--- src/rtl/muldiv_unit.sv ---
// ============================================================================
// Module   : muldiv_unit
// Purpose  : Multi-cycle MIPS multiply/divide unit owning the HI/LO registers.
//            Optional macro MDU_DIV_EARLY_EN: one-cycle divide when the divisor
//            is zero or |A| < |B|.
// Revision : 1.0 - initial release
// ============================================================================
`default_nettype none

module muldiv_unit #(
    parameter int MUL_LAT = 3
) (
    input  logic        clk,
    input  logic        rst,
    input  logic        start,
    input  logic [2:0]  MDUOp,
    input  logic        flush,
    input  logic [31:0] A,
    input  logic [31:0] B,
    output logic        busy,
    output logic        done,
    output logic [31:0] HI,
    output logic [31:0] LO
);

    localparam logic [1:0] c_idle     = 2'd0;
    localparam logic [1:0] c_mul      = 2'd1;
    localparam logic [1:0] c_div      = 2'd2;
    localparam logic [2:0] c_op_mult  = 3'd1;
    localparam logic [2:0] c_op_multu = 3'd2;
    localparam logic [2:0] c_op_div   = 3'd3;
    localparam logic [2:0] c_op_divu  = 3'd4;
    localparam logic [2:0] c_op_mthi  = 3'd5;
    localparam logic [2:0] c_op_mtlo  = 3'd6;
    localparam logic [4:0] c_mul_last = 5'(MUL_LAT - 1);
    localparam logic [4:0] c_div_last = 5'd31;

    logic [1:0]  r_state;
    logic [4:0]  r_cnt;
    logic [63:0] r_prod;
    logic [31:0] r_rem, r_quo, r_dvsr, r_a_raw;
    logic        r_sign_q, r_sign_r, r_dz, r_early;
    logic [31:0] r_hi, r_lo;

    logic        w_accept, w_is_mul, w_is_div, w_signed, w_early_c;
    logic        w_mul_last, w_div_last;
    logic [63:0] w_ax, w_bx, w_prod;
    logic [31:0] w_a_mag, w_b_mag;
    logic [32:0] w_shift, w_diff;
    logic [31:0] w_rem_nx, w_quo_nx, w_hi_div, w_lo_div;

    assign w_accept = start & ~flush & (r_state == c_idle);
    assign w_is_mul = (MDUOp == c_op_mult) | (MDUOp == c_op_multu);
    assign w_is_div = (MDUOp == c_op_div) | (MDUOp == c_op_divu);
    assign w_signed = (MDUOp == c_op_mult) | (MDUOp == c_op_div);

    assign busy = (r_state != c_idle) | (w_accept & (w_is_mul | w_is_div));

    // Extend to 64 bits first so one multiplier serves both signednesses.
    assign w_ax   = w_signed ? {{32{A[31]}}, A} : {32'd0, A};
    assign w_bx   = w_signed ? {{32{B[31]}}, B} : {32'd0, B};
    assign w_prod = w_ax * w_bx;

    // Negating 0x80000000 yields 0x80000000, which is exact as an unsigned magnitude.
    assign w_a_mag = (w_signed & A[31]) ? (32'd0 - A) : A;
    assign w_b_mag = (w_signed & B[31]) ? (32'd0 - B) : B;

`ifdef MDU_DIV_EARLY_EN
    assign w_early_c = (B == 32'd0) | (w_a_mag < w_b_mag);
`else
    assign w_early_c = 1'b0;
`endif

    // Restoring step: shift next dividend bit into the partial remainder and try a subtract.
    assign w_shift  = {r_rem, r_quo[31]};
    assign w_diff   = w_shift - {1'b0, r_dvsr};
    assign w_rem_nx = w_diff[32] ? w_shift[31:0] : w_diff[31:0];
    assign w_quo_nx = {r_quo[30:0], ~w_diff[32]};

    assign w_lo_div = r_dz    ? 32'hFFFF_FFFF :
                      r_early ? 32'd0 :
                      (r_sign_q ? (32'd0 - w_quo_nx) : w_quo_nx);
    assign w_hi_div = (r_dz | r_early) ? r_a_raw :
                      (r_sign_r ? (32'd0 - w_rem_nx) : w_rem_nx);

    assign w_mul_last = (r_state == c_mul) & (r_cnt == c_mul_last);
    assign w_div_last = (r_state == c_div) & ((r_cnt == c_div_last) | r_early);
    assign done       = ~flush & (w_mul_last | w_div_last);

    assign HI = r_hi;
    assign LO = r_lo;

    always_ff @(posedge clk or posedge rst) begin
        if (rst) begin
            r_state  <= c_idle;
            r_cnt    <= 5'd0;
            r_prod   <= 64'd0;
            r_rem    <= 32'd0;
            r_quo    <= 32'd0;
            r_dvsr   <= 32'd0;
            r_a_raw  <= 32'd0;
            r_sign_q <= 1'b0;
            r_sign_r <= 1'b0;
            r_dz     <= 1'b0;
            r_early  <= 1'b0;
            r_hi     <= 32'd0;
            r_lo     <= 32'd0;
        end else begin
            case (r_state)
                c_idle: begin
                    if (w_accept) begin
                        if (w_is_mul) begin
                            r_prod  <= w_prod;
                            r_cnt   <= 5'd0;
                            r_state <= c_mul;
                        end else if (w_is_div) begin
                            r_quo    <= w_a_mag;
                            r_dvsr   <= w_b_mag;
                            r_rem    <= 32'd0;
                            r_a_raw  <= A;
                            r_sign_q <= w_signed & (A[31] ^ B[31]);
                            r_sign_r <= w_signed & A[31];
                            r_dz     <= (B == 32'd0);
                            r_early  <= w_early_c;
                            r_cnt    <= 5'd0;
                            r_state  <= c_div;
                        end else if (MDUOp == c_op_mthi) begin
                            r_hi <= A;
                        end else if (MDUOp == c_op_mtlo) begin
                            r_lo <= A;
                        end
                    end
                end
                c_mul: begin
                    if (flush) begin
                        r_state <= c_idle;
                    end else if (w_mul_last) begin
                        r_hi    <= r_prod[63:32];
                        r_lo    <= r_prod[31:0];
                        r_state <= c_idle;
                    end else begin
                        r_cnt <= r_cnt + 5'd1;
                    end
                end
                c_div: begin
                    if (flush) begin
                        r_state <= c_idle;
                    end else begin
                        r_rem <= w_rem_nx;
                        r_quo <= w_quo_nx;
                        r_cnt <= r_cnt + 5'd1;
                        if (w_div_last) begin
                            r_hi    <= w_hi_div;
                            r_lo    <= w_lo_div;
                            r_state <= c_idle;
                        end
                    end
                end
                default: r_state <= c_idle;
            endcase
        end
    end

endmodule

`default_nettype wire

--- config.mk ---
export PLATFORM = sky130hd
export DESIGN_NAME = muldiv_unit
export DESIGN_NICKNAME = d
export VERILOG_FILES = /design/src/rtl/muldiv_unit.sv
export SDC_FILE = /design/constraint.sdc
export NUM_CORES = 2
export LEC_CHECK = 0
export BUFFER_PORTS_ARGS = -buffer_cell sky130_fd_sc_hd__buf_4
export CELL_PAD_IN_SITES_DETAIL_PLACEMENT = 1
export CELL_PAD_IN_SITES_GLOBAL_PLACEMENT = 1
export CORE_AREA = 2 2 345 347
export DETAILED_ROUTE_END_ITERATION = 10
export DIE_AREA = 0 0 347 349
export GPL_TIMING_DRIVEN = 0
export MAX_ROUTING_LAYER = met4
export PLACE_DENSITY = 0.93
export SYNTH_ARGS = -nofsm -noshare
export SYNTH_HDL_FRONTEND = slang
export SYNTH_SLANG_ARGS = --single-unit
--- constraint.sdc ---
create_clock -name clk -period 18.34 [get_ports clk]
set_clock_uncertainty 0.15 [all_clocks]
set_input_delay 3.668 -clock clk [delete_from_list [all_inputs] [get_ports clk]]
set_output_delay 3.668 -clock clk [all_outputs]
set_load 0.005 [all_outputs]
==> flow_metrics.tcl <==
set metrics [dict create \
    ioPinCount 137 \
    setup_viol 3 \
    setup_slack_ns -0.126 \
    synthDominantAreaCellType "sky130_fd_sc_hd__fa_1" \
    placement_rows 126 \
    antenna_found_initial 63 \
    critPathLaunchType "primary input" \
    async_reset_ff_frac 1.00 \
    die_area_um2 121000 \
    core_area_um2 117000 \
    final_cells 8892 \
    routed_wire_length_per_instance_um 35.5 \
    r2r-start "r_dvsr[0]" \
    worst_ep_required_time_ns 18.65 \
    outcome "finished with violations" \
    initial_cell_density_of_the_core 0.545 \
    post_synthesis_cell_type_count 81 \
    die_w_um 347 \
    clk_transition_reported_paths_ns 0.07 \
    critical_path_type "primary input to flip-flop" \
    netlist_area_um2 64100 \
    portBuffers 94 \
    arrival_ns 18.77 \
    die_height_um 349 \
    setup.reg_to_reg.worst_slack_ns 9.89 \
    first_global_vias 62500 \
    global_route.overflow_total 0 \
    synthesis.area_per_instance_um2 9.00 \
    maxSlewHeadroom -0.211 \
    r2r-end "HI[30]" \
    via_density 6.33 \
    cp-startpoint "MDUOp[2]" \
    max_clk_rate_ghz 0.0542 \
    cts_tree "done" \
    instance_count_after_placement_with_tap_cells_included 8756 \
    critical_path.slowest_cell "sky130_fd_sc_hd__clkdlybuf4s15_1" \
    worst_hold_startpoint "LO[8]" \
    clockBufferDepth 3 \
    ys_seq_elements 266 \
    synth_top_area_frac 0.444 \
    detail_route.drc_violations 0 \
    cp-endpoint "r_prod[57]" \
    insertion_delay_ns 0.61 \
    unrepaired_setup_endpoints_after_global_routing "false" \
    dr_total_vias 56300 \
    cts_hold_repair.buffers 0 \
    synth.net_count 8964 \
    ant_nets 0 \
    reg2reg_depth 27 \
    max_slew.worst_pin.slew_ns 1.82 \
    routabilityCongestion 1.09 \
    crit_path_frequent_cell "sky130_fd_sc_hd__fa_1" \
    largest_net_degree_at_the_start_of_global_routing 126 \
    postRouteWirelength_um 316000 \
    detailedRoute.firstIterationViolations 6029 \
    ys_flop_type "sky130_fd_sc_hd__dfrtp_1" \
    synth-edff-count 0 \
    worst_setup_path_end_kind "flip-flop" \
    ys.warnings.count 0 \
    failed_checks "max-capacitance violations, max-slew violations, negative setup slack" \
    design.final.nets 9097 \
    grt_use_total 0.541 \
    grt_first_pass_wirelength_um 444000 \
    place_worst_setup_slack_ns 0.0575 \
    drt_first_pass_iters 6 \
    syn2layout_area_growth_pct 6.18 \
    yosys-top-cells-area "sky130_fd_sc_hd__fa_1 44%, sky130_fd_sc_hd__dfrtp_1 10%, sky130_fd_sc_hd__inv_1 9.4%" \
    h-tree-depth 1 \
    worstHoldPathType "flip-flop to flip-flop" \
    post-dp-hpwl_um 262000 \
    cts_made_buffers 26 \
    layout-drive-gt1-share 0.0349 \
    hold_violations 0 \
    sequential_fraction_of_the_synthesis_area 0.104 \
    cap_violations 22 \
    post-route-util 0.579 \
    clkSinkCount 266 \
    finalCriticalPeriod_ns 18.47 \
    final.period_utilization 1.01 \
    finalMaxSlewViolations 182 \
    post_cts.repair.setup_buffers 0 \
    ctsRootBufferMaster "sky130_fd_sc_hd__clkbuf_16" \
    worstPathMaxFanout 10 \
    synthesis.instances 7117 \
    crit_path_max_incr_delay_ns 1.12 \
]
cell usage after synthesis (all sizes together), types with 23 or more instances:
master and instances:
a21o 86, a21oi 180, a221oi 33, a311oi 27, a31oi 23, and2 358, and3 31, buf 83
clkbuf 322, dfrtp 266, fa 1421, ha 355, inv 1608, mux2 31, mux2i 29, nand2 1132
nand2b 27, nand3 27, nor2 169, nor3 40, o21ai 272, o31ai 71, or3 23, xnor2 174
xor2 78
cells by family (layout without fill, tap and decap cells):
group,count (synthesis),after routing,synth area share
buf+inv,2015,2166,0.119
simple gates,1921,1921,0.137
fa+ha+maj,1777,1777,0.514
compound gates,826,826,0.0824
flops,266,266,0.104
xor+xnor,252,252,0.0345
mux,60,60,0.0100
other cells,0,88,0
metrics by stage:
step	setup TNS (ns)	instance area [um^2]	hold slack (ns)
after floorplan	0	64100	0.295
after global placement	-0.0900	66700	0.311
after detailed placement	0	66900	0.318
after CTS	0	67700	0.333
after global routing	0	68000	0.352
final	-0.300	68000	0.331
worst min path at each step:
stage	endpoint	cells after the start
floorplan	r_prod[56]	2
global placement	LO[16]	1
detailed placement	LO[0]	1
CTS	LO[0]	1
global route	LO[10]	1
finish	LO[8]	1
per-layer routing:
layer	share of wire	global-route usage	vias up
met5	0	-	-
met4	0.10	0.439	0
met3	0.13	0.209	1615
met1	0.34	0.593	28800
li1	-	-	21700
met2	0.43	0.782	4133
layout by cell type, fill, tap and decap left out, drive strengths merged, types with 27 or more instances in the layout:
cell type / Yosys / final
o31ai: 71 / 71
diode: 0 / 88
and2: 358 / 358
a21oi: 180 / 180
o21ai: 272 / 272
a221oi: 33 / 33
a21o: 86 / 86
fa: 1421 / 1421
nand3: 27 / 27
nor3: 40 / 40
buf: 83 / 187
dfrtp: 266 / 266
a311oi: 27 / 27
ha: 355 / 355
clkbuf: 322 / 359
nor2: 169 / 169
inv: 1608 / 1609
mux2: 31 / 31
and3: 31 / 31
nand2: 1132 / 1132
xnor2: 174 / 174
nand2b: 27 / 27
xor2: 78 / 78
mux2i: 29 / 29
critical path, delay by kind of cell:
family          cells  cell delay, ns
compound gates      8            3.07
xor+xnor            1            0.61
fa+ha+maj          11            6.59
buf+inv            10            3.78
simple gates        5            1.01
cell type report:
| class | instances | area [um^2] |
|---|---|---|
| diodes | 88 | 220 |
| plain buffers | 405 | 1590 |
| clock buffers | 37 | 762 |
| clock inverters | 9 | 96.3 |
| fillers | 13600 | 49400 |
| inverters | 1610 | 6060 |
| multi-input cells | 4836 | 49800 |
| flip-flops and latches | 266 | 6660 |
| well taps | 1536 | 1920 |
| repair buffers | 105 | 886 |
state kept, by name (all words and copies together), names as in the netlist:
name / flops
r_cnt: 5
LO: 32
r_sign_q: 1
r_quo: 32
r_prod: 64
HI: 32
r_dz: 1
r_a_raw: 32
r_dvsr: 32
r_rem: 32
r_sign_r: 1
r_state: 2
what timing repair did:
action | 4_1_cts | 5_1_grt
resized for setup | 0 | 3
hold endpoints to repair | 0 | 0
setup endpoints to repair | 0 | 1
Power is left out: the tool's default activity adds up to more than one toggle a clock period on the data nets, which glitch-free logic cannot reach.
